$ cat src/rtl/sound_synth_n_if.sv
// sound_synth_n_if -- register-write and sample bus for the sound synthesiser.
//
// Signals:
//   wen       write strobe, one register write per asserted cycle
//   ch_sel    target channel of the write
//   ch_param  target field: 0 period, 1 volume, 2 width, 3 decay, 4 mode, 5 key-on
//   ch_val    write data, low bits used per field width
//   tick      envelope timebase strobe, one cycle wide
//   sample    registered, unsigned mixed output
//
// master: the controller driving writes/ticks and consuming samples.
// slave : the synthesiser.
interface sound_synth_n_if #(
   parameter int NCH = 4,
   parameter int SW  = 24
);
   localparam int CW = $clog2(NCH);

   logic          wen;
   logic [CW-1:0] ch_sel;
   logic [2:0]    ch_param;
   logic [15:0]   ch_val;
   logic          tick;
   logic [SW-1:0] sample;

   modport master (
      output wen, ch_sel, ch_param, ch_val, tick,
      input  sample
   );

   modport slave (
      input  wen, ch_sel, ch_param, ch_val, tick,
      output sample
   );
endinterface

$ cat src/rtl/sound_synth_n.sv
// sound_synth_n -- NCH-channel pulse/noise tone synthesiser with decaying
// envelopes, mixed into a single registered unsigned sample.
//
// Ports:
//   clk     clock, all state changes on the rising edge
//   resetn  synchronous active-low reset
//   bus     sound_synth_n_if.slave: register writes (wen/ch_sel/ch_param/ch_val),
//           envelope tick, and the mixed sample output
//
// Each channel steps through 8 steps of `period` clocks each. Pulse mode gates
// on step <= width; noise mode gates on the LFSR LSB, shifted once per step.
// The envelope level is loaded from volume on key-on and decays by one every
// `decay` ticks.
module sound_synth_n #(
   parameter int NCH = 4,
   parameter int PW  = 16,
   parameter int VW  = 5,
   parameter int SW  = 24
) (
   input logic              clk,
   input logic              resetn,
   sound_synth_n_if.slave   bus
);

   localparam int CW    = $clog2(NCH);
   localparam int MW    = VW + CW;
   localparam int SHIFT = SW - MW;

   typedef enum logic [2:0] {
      PAR_PERIOD = 3'd0,
      PAR_VOLUME = 3'd1,
      PAR_WIDTH  = 3'd2,
      PAR_DECAY  = 3'd3,
      PAR_MODE   = 3'd4,
      PAR_KEYON  = 3'd5
   } param_e;

   logic [PW-1:0] period_q [NCH];
   logic [PW-1:0] period_d [NCH];
   logic [VW-1:0] volume_q [NCH];
   logic [VW-1:0] volume_d [NCH];
   logic [2:0]    width_q  [NCH];
   logic [2:0]    width_d  [NCH];
   logic [7:0]    decay_q  [NCH];
   logic [7:0]    decay_d  [NCH];
   logic          mode_q   [NCH];
   logic          mode_d   [NCH];
   logic [VW-1:0] level_q  [NCH];
   logic [VW-1:0] level_d  [NCH];
   logic [PW-1:0] phase_q  [NCH];
   logic [PW-1:0] phase_d  [NCH];
   logic [2:0]    step_q   [NCH];
   logic [2:0]    step_d   [NCH];
   logic [14:0]   lfsr_q   [NCH];
   logic [14:0]   lfsr_d   [NCH];
   logic [7:0]    presc_q  [NCH];
   logic [7:0]    presc_d  [NCH];

   logic [NCH-1:0] hit;
   logic [NCH-1:0] wrap;
   logic [NCH-1:0] gate;
   logic [VW-1:0]  chan_out [NCH];
   logic [MW-1:0]  mix;
   logic [SW-1:0]  sample_q;
   logic [SW-1:0]  sample_d;

   // Per-channel next state. Free-running phase/envelope updates are computed
   // first; a register write to the channel is applied last so it takes
   // precedence (a period write discards a coincident wrap entirely).
   always_comb begin
      for (int unsigned i = 0; i < NCH; i++) begin
         period_d[i] = period_q[i];
         volume_d[i] = volume_q[i];
         width_d[i]  = width_q[i];
         decay_d[i]  = decay_q[i];
         mode_d[i]   = mode_q[i];
         level_d[i]  = level_q[i];
         phase_d[i]  = phase_q[i];
         step_d[i]   = step_q[i];
         lfsr_d[i]   = lfsr_q[i];
         presc_d[i]  = presc_q[i];

         hit[i]  = bus.wen && (bus.ch_sel == CW'(i));
         wrap[i] = (period_q[i] != '0) && (phase_q[i] == period_q[i] - PW'(1));

         // Phase accumulator / step sequencer; period 0 parks the channel.
         if (period_q[i] == '0) begin
            phase_d[i] = '0;
            step_d[i]  = '0;
         end else if (wrap[i]) begin
            phase_d[i] = '0;
            step_d[i]  = step_q[i] + 3'd1;
            if (mode_q[i]) begin
               lfsr_d[i] = {lfsr_q[i][0] ^ lfsr_q[i][1], lfsr_q[i][14:1]};
            end
         end else begin
            phase_d[i] = phase_q[i] + PW'(1);
         end

         // Envelope: key-on beats a coincident tick.
         if (hit[i] && (bus.ch_param == PAR_KEYON)) begin
            level_d[i] = volume_q[i];
            presc_d[i] = '0;
         end else if (bus.tick && (decay_q[i] != '0)) begin
            if (presc_q[i] == decay_q[i] - 8'd1) begin
               presc_d[i] = '0;
               if (level_q[i] != '0) begin
                  level_d[i] = level_q[i] - VW'(1);
               end
            end else begin
               presc_d[i] = presc_q[i] + 8'd1;
            end
         end

         if (hit[i]) begin
            case (bus.ch_param)
               PAR_PERIOD: begin
                  period_d[i] = bus.ch_val[PW-1:0];
                  phase_d[i]  = '0;
                  step_d[i]   = '0;
                  lfsr_d[i]   = lfsr_q[i];
               end
               PAR_VOLUME: volume_d[i] = bus.ch_val[VW-1:0];
               PAR_WIDTH:  width_d[i]  = bus.ch_val[2:0];
               PAR_DECAY:  decay_d[i]  = bus.ch_val[7:0];
               PAR_MODE:   mode_d[i]   = bus.ch_val[0];
               default: ;
            endcase
         end
      end
   end

   // Channel gating and mix.
   always_comb begin
      mix = '0;
      for (int unsigned i = 0; i < NCH; i++) begin
         gate[i]     = mode_q[i] ? lfsr_q[i][0] : (step_q[i] <= width_q[i]);
         chan_out[i] = (gate[i] && (period_q[i] != '0)) ? level_q[i] : '0;
         mix         = mix + MW'(chan_out[i]);
      end
      sample_d = SW'(mix) << SHIFT;
   end

   always_ff @(posedge clk) begin
      if (!resetn) begin
         for (int unsigned i = 0; i < NCH; i++) begin
            period_q[i] <= '1;
            volume_q[i] <= '0;
            width_q[i]  <= '0;
            decay_q[i]  <= '0;
            mode_q[i]   <= 1'b0;
            level_q[i]  <= '0;
            phase_q[i]  <= '0;
            step_q[i]   <= '0;
            lfsr_q[i]   <= 15'h7FFF;
            presc_q[i]  <= '0;
         end
         sample_q <= '0;
      end else begin
         for (int unsigned i = 0; i < NCH; i++) begin
            period_q[i] <= period_d[i];
            volume_q[i] <= volume_d[i];
            width_q[i]  <= width_d[i];
            decay_q[i]  <= decay_d[i];
            mode_q[i]   <= mode_d[i];
            level_q[i]  <= level_d[i];
            phase_q[i]  <= phase_d[i];
            step_q[i]   <= step_d[i];
            lfsr_q[i]   <= lfsr_d[i];
            presc_q[i]  <= presc_d[i];
         end
         sample_q <= sample_d;
      end
   end

   assign bus.sample = sample_q;

endmodule

$ cat src/flat_wrapper.sv
// flat-port wrapper written by rule: the top's interface ports become plain ports
module sound_synth_n_flat 
#(
   parameter int NCH = 4,
   parameter int PW  = 16,
   parameter int VW  = 5,
   parameter int SW  = 24
)
  (clk, resetn, bus_wen, bus_ch_sel, bus_ch_param, bus_ch_val, bus_tick, bus_sample);
  sound_synth_n_if #(.NCH(NCH), .SW(SW)) bus_i ();
  input logic clk;
  input logic resetn;
  input wire logic [$bits(bus_i.wen)-1:0] bus_wen;
  input wire logic [$bits(bus_i.ch_sel)-1:0] bus_ch_sel;
  input wire logic [$bits(bus_i.ch_param)-1:0] bus_ch_param;
  input wire logic [$bits(bus_i.ch_val)-1:0] bus_ch_val;
  input wire logic [$bits(bus_i.tick)-1:0] bus_tick;
  output wire logic [$bits(bus_i.sample)-1:0] bus_sample;
  assign bus_i.wen = bus_wen;
  assign bus_i.ch_sel = bus_ch_sel;
  assign bus_i.ch_param = bus_ch_param;
  assign bus_i.ch_val = bus_ch_val;
  assign bus_i.tick = bus_tick;
  assign bus_sample = bus_i.sample;
  sound_synth_n #(.NCH(NCH), .PW(PW), .VW(VW), .SW(SW)) u_core (.clk(clk), .resetn(resetn), .bus(bus_i));
endmodule
$ cat config.mk
export PLATFORM = sky130hd
export DESIGN_NAME = sound_synth_n_flat
export DESIGN_NICKNAME = d
export VERILOG_FILES = /design/src/rtl/sound_synth_n_if.sv /design/src/rtl/sound_synth_n.sv /design/src/flat_wrapper.sv
export SDC_FILE = /design/constraint.sdc
export NUM_CORES = 1
export LEC_CHECK = 0
export ABC_CLOCK_PERIOD_IN_PS = 5350
export CAP_MARGIN = 5
export CORE_MARGIN = 2
export CORE_UTILIZATION = 40
export CTS_BUF_LIST = sky130_fd_sc_hd__clkbuf_8 sky130_fd_sc_hd__clkbuf_16
export DETAILED_ROUTE_END_ITERATION = 10
export PLACE_DENSITY = 0.65
export REMOVE_ABC_BUFFERS = 1
export SKIP_CTS_REPAIR_TIMING = 1
export SYNTH_ARGS = -nofsm -noshare
export SYNTH_HDL_FRONTEND = slang
export SYNTH_SLANG_ARGS = --single-unit
$ cat constraint.sdc
create_clock -name clk -period 5.35 [get_ports clk]
set_input_delay 1.605 -clock clk [delete_from_list [all_inputs] [get_ports clk]]
set_output_delay 1.605 -clock clk [all_outputs]
set_load 0.02 [all_outputs]
==> impl_metrics.ini, run 1 <==
[sta]
finalMaxSlewViolations = 0
fin_ws_ns = 0.860
max_freq_ghz = 0.223
fin_setup_tns_ns = 0
hold_violations = 0
maxSlewHeadroom_pct = 25.4
fin_crit_ns = 4.49
finalCritPeriodShare_pct = 83.9
rsz0062_at_grt = false
clock_skew_ns = 0.0165
worst_pin_slew_ns = 1.12
setup_viol = 0

[synth]
synth_edf_count = 0
synthFlopType = dfxtp_1
synth_largest_area_cell = dfxtp_1
syn_inst = 2037
ys_seq_area_share_pct = 38.3
synthArstFlopShare_pct = 0
synth_area_um2 = 17100
ys_types = 75
synth_top_area_share_pct = 38.3
avgSynthCellArea_um2 = 8.39
ys_top_cells_by_area = dfxtp_1 38%, mux2i_1 6.1%, xor2_1 5.8%
ys.warnings.count = 0
synth-seq-cells = 327

[placed_design]
hpwl_um = 27900
gp_congestion = 0.854
port_buffers = 31
place_worst_setup_slack_ns = 0.933

[grt]
grtUsageTotal_pct = 17.9
grt_pass1_wl_um = 65700
grt_overflow = 0
grt_pass1_vias = 13200
grt_max_degree = 56
antenna_found_initial = 0

[cells_and_area]
antenna_cells = 0
num-nets-final = 2119
fin_util_pct = 45.2
drive_gt1_share_pct = 5.34
syn_to_final_growth_pct = 11.2

[drt]
drtAntennaViolNets = 0
wl_um = 40300
wl_per_cell_um = 15.5
drc = 0
vias = 14032
drt-pass1-iter-count = 5
via_per_inst = 5.40
first_iter_violations = 835

[min_path]
hold_end = u_core.width_q[0][1]$_SDFFE_PN0P_
hp-class = register to register
hold_start = u_core.width_q[0][1]$_SDFFE_PN0P_
whs_path_depth = 2

[critical_path]
crit_required_ns = 5.74
r2r_slack_ns = 0.86
worst_setup_path_start_kind = register
cp-end-kind = register
critPathKind = register to register
r2r_end = u_core.bus.sample[22]$_SDFF_PN0_
crit_arrival_ns = 4.88
ff2ff_path_depth = 15
worst-path-max-fanout = 8
r2r_start = u_core.period_q[1][2]$_SDFFE_PN1P_

[run]
drv_cap = 0

[floorplan]
chipWidth_um = 211
die_area_um2 = 44400
pin_count = 49
initial_utilization_pct = 40.7
core_um2 = 42000
die_h_um = 211
num_rows = 75

[clock_network]
clkSinkCount = 327
h-tree-depth = 2
cts_buffer_depth = 3
clock_tree.root_cell = clkbuf_16
cts_tree = built
clk_latency_ns = 0.53
cts_made_buffers = 36
clk_pin_slew_ns = 0.06

[power]
vdd_ir_drop_max_mv = 0.168
total_leakage_power_nw = 7.35
p_total_mw = 5.22
power_density_nw_per_um2 = 275

[status]
status = finished, final reports clean
==> worst max path at each step <==
stage,slack [ns],endpoint,depth (start not counted),start
after global routing,0.59,u_core.bus.sample[22]$_SDFF_PN0_,15,u_core.period_q[1][2]$_SDFFE_PN1P_
after global placement,0.98,u_core.bus.sample[22]$_SDFF_PN0_,15,u_core.period_q[1][2]$_SDFFE_PN1P_
after floorplan,0.66,u_core.presc_q[0][0]$_SDFFE_PP0P_,4,resetn
after detailed placement,0.93,u_core.bus.sample[22]$_SDFF_PN0_,15,u_core.period_q[1][2]$_SDFFE_PN1P_
final,0.86,u_core.bus.sample[22]$_SDFF_PN0_,15,u_core.period_q[1][2]$_SDFFE_PN1P_
after CTS,0.86,u_core.bus.sample[22]$_SDFF_PN0_,15,u_core.period_q[1][2]$_SDFFE_PN1P_
==> area by class of cell <==
| class | instances | area, µm² |
|---|---|---|
| clock inverter | 19 | 201 |
| sequential | 327 | 6550 |
| clock buffer | 42 | 995 |
| inverter | 72 | 273 |
| timing repair buffer | 52 | 463 |
| fill | 4025 | 23000 |
| tap | 539 | 674 |
| multi-input combinational | 1547 | 9850 |
==> registers in the layout, summed over array words and instances, names as in the netlist <==
signal / count
u_core.volume_q: 20
u_core.decay_q: 32
u_core.step_q: 12
u_core.mode_q: 4
u_core.lfsr_q: 60
u_core.width_q: 12
u_core.bus.sample: 7
u_core.period_q: 64
u_core.phase_q: 64
u_core.presc_q: 32
u_core.level_q: 20
==> cell families (layout without fill, tap and decap cells) <==
kind of cell	Yosys count	after routing	synth area share, %
and+or+nand+nor	911	911	26.2
DFF	327	327	38.3
AOI/OAI and AO/OA	235	235	8.91
xor gates and xnor gates	220	220	11.3
buffers and inverters	179	185	4.51
muxes	105	105	6.15
adders and majority gates	59	59	4.61
other	1	17	0.0219
==> routing by layer <==
layer	global-route usage [%]	part of all wire, %	vias up
met4	5.78	2.7	0
li1	-	-	7021
met5	0	0	-
met2	30.7	47	275
met1	23.3	46	6662
met3	2.59	4.3	74
==> worst max-delay path: stages (launching register included) <==
cell	delay [ns]
dfxtp_1	0.38
nor4_4	0.47
nand4_1	0.22
or3_1	0.48
and3_1	0.24
ha_1	0.23
fa_1	0.48
inv_1	0.05
fa_1	0.53
inv_1	0.04
ha_1	0.21
fa_1	0.42
a21o_1	0.18
a21oi_1	0.20
xor2_1	0.17
nor2_1	0.05
==> cells in the mapped netlist (7+ instances only) <==
master / number
and4_1: 10
buf_2: 7
a21o_1: 11
xnor2_1: 106
nand4_1: 24
clkbuf_1: 74
ha_1: 51
nor3b_1: 11
inv_1: 72
a31oi_1: 18
o21ai_0: 38
fa_1: 7
nor2b_1: 7
and2_1: 17
dfxtp_1: 327
nor2_1: 234
o211ai_1: 15
a21oi_1: 80
nor3_1: 69
or2_2: 7
nand3_1: 154
a211oi_1: 9
a211o_1: 9
or3_1: 19
and3_1: 34
nand2_1: 241
mux2i_1: 105
buf_4: 18
nand2b_1: 9
nor4_1: 20
or4_1: 11
nor4b_1: 12
xor2_1: 114
==> through the flow <==
step                      instances  area, µm²  hold WS, ns
after detailed placement       2537      17800        0.447
final                          2598      19000        0.454
after global routing           2598      19000        0.472
after CTS                      2598      19000        0.455
after floorplan                1946      16700        0.433
after global placement         2537      17800        0.442
==> power breakdown <==
part           switching [mW]  internal (mW)  total [mW]
registers              0.0276           2.46        2.48
logic                   0.152         0.0712       0.223
clock network           0.995           1.52        2.51
==> cells in the final DEF, fill, tap and decap left out, types with 68 or more instances in the layout <==
master | synthesis | layout
a21oi_1 | 80 | 80
xnor2_1 | 106 | 106
nor2_1 | 234 | 234
nand2_1 | 241 | 241
nor3_1 | 69 | 68
xor2_1 | 114 | 114
dfxtp_1 | 327 | 327
inv_1 | 72 | 77
mux2i_1 | 105 | 105
nand3_1 | 154 | 154
Power figures use the tool's default switching activity.
==> run 2: changes to the inputs <==
ABC_CLOCK_PERIOD_IN_PS = 4290   (was 5350)
clock period = 4.29 ns   (was 5.35 ns; I/O delays follow)
==> run 2 against run 1 <==
Compared with the run above:
- utilization up 0.42 points
- maximum frequency grew 8.0%
- sequential cell count unchanged
- cell area is 0.93% higher
- sequential power rose by 25%
- wire length rose by 0.28%
- clock-buffer cell count up 2
- sequential share of layout area shrank 0.32 points
- first-iteration DRC count down 0.96%
- non-clock buffer count rose by 19
- via count up 0.44%
==> impl_metrics.ini, run 2 (synthesized netlist as in run 1, its figures left out) <==
[sta]
hold_violations = 0
setup_viol = 0
finalMaxSlewViolations = 0
fin_ws_ns = 0.131
clock_skew_ns = 0.0136
maxSlewHeadroom_pct = 20.1
finalCritPeriodShare_pct = 97.0
worst_pin_slew_ns = 1.19
rsz0062_at_grt = true
fin_setup_tns_ns = 0
max_freq_ghz = 0.240
holdWs_ns = 0.455
fin_crit_ns = 4.16

[cells_and_area]
design_area_um2 = 19200
antenna_cells = 0
syn_to_final_growth_pct = 12.2
final_cell_mix = 327 x dfxtp_1, 241 x nand2_1, 234 x nor2_1, 154 x nand3_1, 114 x xor2_1
fin_util_pct = 45.6
drive_gt1_share_pct = 6.21
instances_no_fill = 2615
reg_top3 = u_core.period_q: 64 flops, u_core.phase_q: 64 flops, u_core.lfsr_q: 60 flops
mostFrequentLayoutCell = dfxtp_1
num-nets-final = 2137

[power]
p_switching_mw = 1.44
total_leakage_power_nw = 7.45
vdd_ir_drop_max_mv = 0.275
swShare_pct = 22.0
pwr-share-comb_pct = 4.3
internal-power_mw = 5.13
p_total_mw = 6.57
p_seq_share_pct = 47.1
pwr-share-clk_pct = 48.6
power_density_nw_per_um2 = 343

[placed_design]
port_buffers = 31
dp.cells = 2556
place_worst_setup_slack_ns = 0.0892
hpwl_um = 28500
gp_congestion = 0.846
post_dp_cell_area_um2 = 18000

[min_path]
whs_path_depth = 2
hp-class = register to register

[drt]
drc = 0
wl_um = 40400
vias = 14094
drt-pass1-iter-count = 5
drtAntennaViolNets = 0
wl_per_cell_um = 15.4
first_iter_violations = 827
via_per_inst = 5.39

[grt]
grt_pass1_vias = 13115
grt_max_degree = 54
grt_overflow = 0
grtUsageTotal_pct = 18.1
grt_pass1_wl_um = 66300
antenna_found_initial = 0

[critical_path]
worst-path-max-fanout = 6
worst_setup_path_start_kind = register
crit_path_end = u_core.bus.sample[22]$_SDFF_PN0_
crit_chain = inv_1, ha_1, nor2b_1, nand4_1, or3_4, and3_1, ha_1, fa_1, inv_1, fa_1, inv_1, ha_1, fa_1, a21o_1, a21oi_1, xor2_1, nor2_1
r2r_end = u_core.bus.sample[22]$_SDFF_PN0_
r2r_start = u_core.period_q[1][1]$_SDFFE_PN1P_
critPathKind = register to register
crit_slowest_cell = fa_1
slowest_delay_ns = 0.52
crit_required_ns = 4.68
ff2ff_path_depth = 17
crit_arrival_ns = 4.55
crit_start = u_core.period_q[1][1]$_SDFFE_PN1P_
cp-end-kind = register
r2r_slack_ns = 0.13

[clock_network]
clk_pin_slew_ns = 0.06
clkSinkCount = 327
clk_latency_ns = 0.52
cts_buffer_depth = 3
cts_tree = built
cts_made_buffers = 35
h-tree-depth = 2
clock_tree.root_cell = clkbuf_16

[floorplan]
initial_utilization_pct = 40.7
pin_count = 49
die_area_um2 = 44400
die_h_um = 211
core_um2 = 42000
chipWidth_um = 211
num_rows = 75

[run]
drv_cap = 0

[status]
status = finished, final reports clean
-- run 2: cell count changes in the layout (fill, tap and decap cells not counted), moves of 2 or more --
cell,before,now
inv_6,2,0
buf_4,21,40
clkinv_2,6,3
clkbuf_8,5,7
-- run 2: metal layers --
layer	GRT usage, %	part of all wire (%)	routed length, µm
met3	2.78	4.2	1680
met2	29.9	46	18600
met4	6.39	3.0	1200
met5	0	0	0
met1	23.9	47	18900
-- run 2: area by class of cell --
class	count	area, µm²
inverters	72	273
multi-input cells	1547	9860
flip-flops and latches	327	6550
clock buffers	44	1020
well taps	539	674
fillers	4034	22900
repair buffers	71	606
clock inverters	15	196
-- run 2: worst min-delay path by stage --
stage,from,endpoint,slack (ns)
after floorplan,u_core.volume_q[1][2]$_SDFFE_PN0P_,u_core.volume_q[1][2]$_SDFFE_PN0P_,0.43
after global placement,u_core.volume_q[3][2]$_SDFFE_PN0P_,u_core.volume_q[3][2]$_SDFFE_PN0P_,0.44
after detailed placement,u_core.volume_q[3][2]$_SDFFE_PN0P_,u_core.volume_q[3][2]$_SDFFE_PN0P_,0.45
after CTS,u_core.volume_q[3][2]$_SDFFE_PN0P_,u_core.volume_q[3][2]$_SDFFE_PN0P_,0.45
after global routing,u_core.volume_q[3][2]$_SDFFE_PN0P_,u_core.volume_q[3][2]$_SDFFE_PN0P_,0.47
final,u_core.width_q[0][4]$_SDFFE_PN0P_,u_core.width_q[0][4]$_SDFFE_PN0P_,0.45
-- run 2: power groups by stage --
stage | clock (mW) | combinational (mW) | sequential, mW
finish | 3.19 | 0.284 | 3.10
global route | 3.39 | 0.314 | 3.10
CTS | 3.27 | 0.285 | 3.09
detailed placement | 0 | 0.284 | 3.16
global placement | 0 | 0.279 | 3.16
floorplan | 0 | 0.150 | 3.16
-- run 2: critical path, delay by kind of cell, from the launching register on --
| family | cells | cell delay (ns) |
|---|---|---|
| buffers and inverters | 3 | 0.17 |
| AO/OA/AOI/OAI | 2 | 0.33 |
| flip-flops | 1 | 0.34 |
| AND/OR/NAND/NOR | 5 | 0.99 |
| adder cells (fa/ha/maj) | 6 | 2.00 |
| XOR/XNOR | 1 | 0.17 |
==> run 3: changes to the inputs <==
--- a/config.mk
+++ b/config.mk
@@ -13,2 +13,3 @@
 export DETAILED_ROUTE_END_ITERATION = 10
+export GPL_ROUTABILITY_DRIVEN = 0
 export PLACE_DENSITY = 0.65
--- a/constraint.sdc
+++ b/constraint.sdc
@@ -3,2 +3,2 @@
 set_output_delay 1.287 -clock clk [all_outputs]
-set_load 0.02 [all_outputs]
+set_load 0.005 [all_outputs]
==> run 3 against run 2 <==
Compared with the run above:
- worst hold slack better by 0.0019 ns
- non-clock buffer count unchanged
- die area unchanged
- cell count up 0.27%
- maximum frequency up 1.5%
- largest power group unchanged
- clock power up 9.1%
- sequential power about the same
- largest cell class unchanged
- first-iteration DRC count down 0.48%
- sequential share of layout area down 0.25 points
- utilization up 0.34 points
- critical path type unchanged
- sequential cell count unchanged
==> impl_metrics.ini, run 3 (synthesized netlist as in run 1, its figures left out) <==
[sta]
max_freq_ghz = 0.244
clock_skew_ns = 0.0162
setup_viol = 0
maxSlewHeadroom_pct = 20.7
finalMaxSlewViolations = 0
worst_pin_slew_ns = 1.19
hold_violations = 0
fin_crit_ns = 4.10
rsz0062_at_grt = false
finalCritPeriodShare_pct = 95.5

[floorplan]
chipWidth_um = 211
num_rows = 75
pin_count = 49
die_h_um = 211
core_um2 = 42000
die_area_um2 = 44400
initial_utilization_pct = 40.7

[critical_path]
worst_setup_path_start_kind = register
crit_slowest_cell = fa_1
r2r_end = u_core.bus.sample[22]$_SDFF_PN0_
crit_chain = inv_2, ha_2, nor2b_1, nand4_1, or3_4, and3_4, ha_1, fa_1, inv_1, fa_1, inv_1, ha_1, fa_2, a21o_1, a21oi_2, xor2_1, nor2_1
critPathKind = register to register
ff2ff_path_depth = 17
worst-path-max-fanout = 5
r2r_slack_ns = 0.19
cp-end-kind = register
r2r_start = u_core.period_q[1][1]$_SDFFE_PN1P_
crit_arrival_ns = 4.49
crit_required_ns = 4.69
slowest_delay_ns = 0.54

[cells_and_area]
mostFrequentLayoutCell = dfxtp_1
fin_util_pct = 46.0
register_area_um2 = 6550
fill_cells = 4035
syn_to_final_growth_pct = 13.1
final_cell_mix = 327 x dfxtp_1, 241 x nand2_1, 234 x nor2_1, 154 x nand3_1, 114 x xor2_1
antenna_cells = 0
num-nets-final = 2139
design_area_um2 = 19300
instances_no_fill = 2622
multi_input_area_um2 = 9870
reg_top3 = u_core.period_q: 64 flops, u_core.phase_q: 64 flops, u_core.lfsr_q: 60 flops
drive_gt1_share_pct = 6.87

[drt]
via_per_inst = 5.37
wl_per_cell_um = 15.6
vias = 14092
drtAntennaViolNets = 0
drt-pass1-iter-count = 5
wl_um = 40800
drc = 0
first_iter_violations = 823

[clock_network]
h-tree-depth = 2
clk_latency_ns = 0.54
clkSinkCount = 327
cts_tree = built
cts_buffer_depth = 3
cts_made_buffers = 37
clock_tree.root_cell = clkbuf_16
clk_pin_slew_ns = 0.06

[min_path]
hp-class = register to register
whs_path_depth = 2
hold_end = u_core.volume_q[3][0]$_SDFFE_PN0P_
hold_start = u_core.volume_q[3][0]$_SDFFE_PN0P_

[power]
vdd_ir_drop_max_mv = 0.295
power_density_nw_per_um2 = 354
total_leakage_power_nw = 7.49

[placed_design]
port_buffers = 31
post_dp_cell_area_um2 = 17900
hpwl_um = 28200
dp.cells = 2554

[grt]
grtUsageTotal_pct = 18.3
grt_overflow = 0
grt_pass1_vias = 13181
antenna_found_initial = 0
grt_max_degree = 59
grt_pass1_wl_um = 66700

[run]
drv_cap = 0

[status]
status = finished, final reports clean
-- run 3: changes by cell type in the layout (fill, tap and decap cells not counted), sizes merged --
cell,change
inv,-1
clkinvlp,+2
clkinv,+1
clkbuf,+4
bufinv,+1
-- run 3: worst max-delay path by stage --
stage / start / endpoint / slack [ns] / depth (start not counted)
2_1_floorplan: resetn / u_core.presc_q[0][0]$_SDFFE_PP0P_ / -0.08 / 4
3_3_place_gp: u_core.period_q[1][1]$_SDFFE_PN1P_ / u_core.bus.sample[22]$_SDFF_PN0_ / 0.14 / 17
3_5_place_dp: u_core.period_q[1][1]$_SDFFE_PN1P_ / u_core.bus.sample[22]$_SDFF_PN0_ / 0.03 / 17
4_1_cts: u_core.period_q[1][1]$_SDFFE_PN1P_ / u_core.bus.sample[22]$_SDFF_PN0_ / -0.001 / 17
5_1_grt: u_core.period_q[0][0]$_SDFFE_PN1P_ / u_core.bus.sample[22]$_SDFF_PN0_ / 0.005 / 16
6_report: u_core.period_q[1][1]$_SDFFE_PN1P_ / u_core.bus.sample[22]$_SDFF_PN0_ / 0.19 / 17
-- run 3: area by class of cell --
class / instances / area share [%]
sequential: 327 / 33.9
clock buffer: 48 / 5.69
timing repair buffer: 71 / 3.13
clock inverter: 18 / 1.32
tap: 539 / 3.49
inverter: 72 / 1.41
multi-input combinational: 1547 / 51.1
-- run 3: worst max-delay path, delay by kind of cell (launching register included) --
kind	cells	cell delay [ns]
buf+inv	3	0.18
fa+ha+maj	6	1.99
simple gates	5	0.98
compound gates	2	0.33
xor+xnor	1	0.15
flops	1	0.35
-- run 3: routing by layer --
| metal | vias to the layer above | share of wire (%) | global-route usage [%] |
|---|---|---|---|
| met2 | 282 | 47 | 30.8 |
| met3 | 63 | 4.3 | 2.80 |
| li1 | 7068 | - | - |
| met4 | 0 | 2.8 | 6.05 |
| met1 | 6679 | 46 | 23.9 |
| met5 | - | 0 | 0 |
-- run 3: report_power, final --
group	switching [mW]	internal, mW
clock network	1.31	2.17
logic	0.183	0.0919
registers	0.0334	3.06
total	1.52	5.33
-- run 3: per-stage QoR --
stage	hold slack [ns]	setup slack, ns	power [mW]	TNS (ns)
after detailed placement	0.447	0.0317	3.44	0
after floorplan	0.433	-0.0817	3.29	-0.732
after global routing	0.477	0.00473	7.08	0
after CTS	0.456	-0.00120	6.93	-0.00120
final	0.456	0.193	6.85	0
after global placement	0.441	0.140	3.43	0
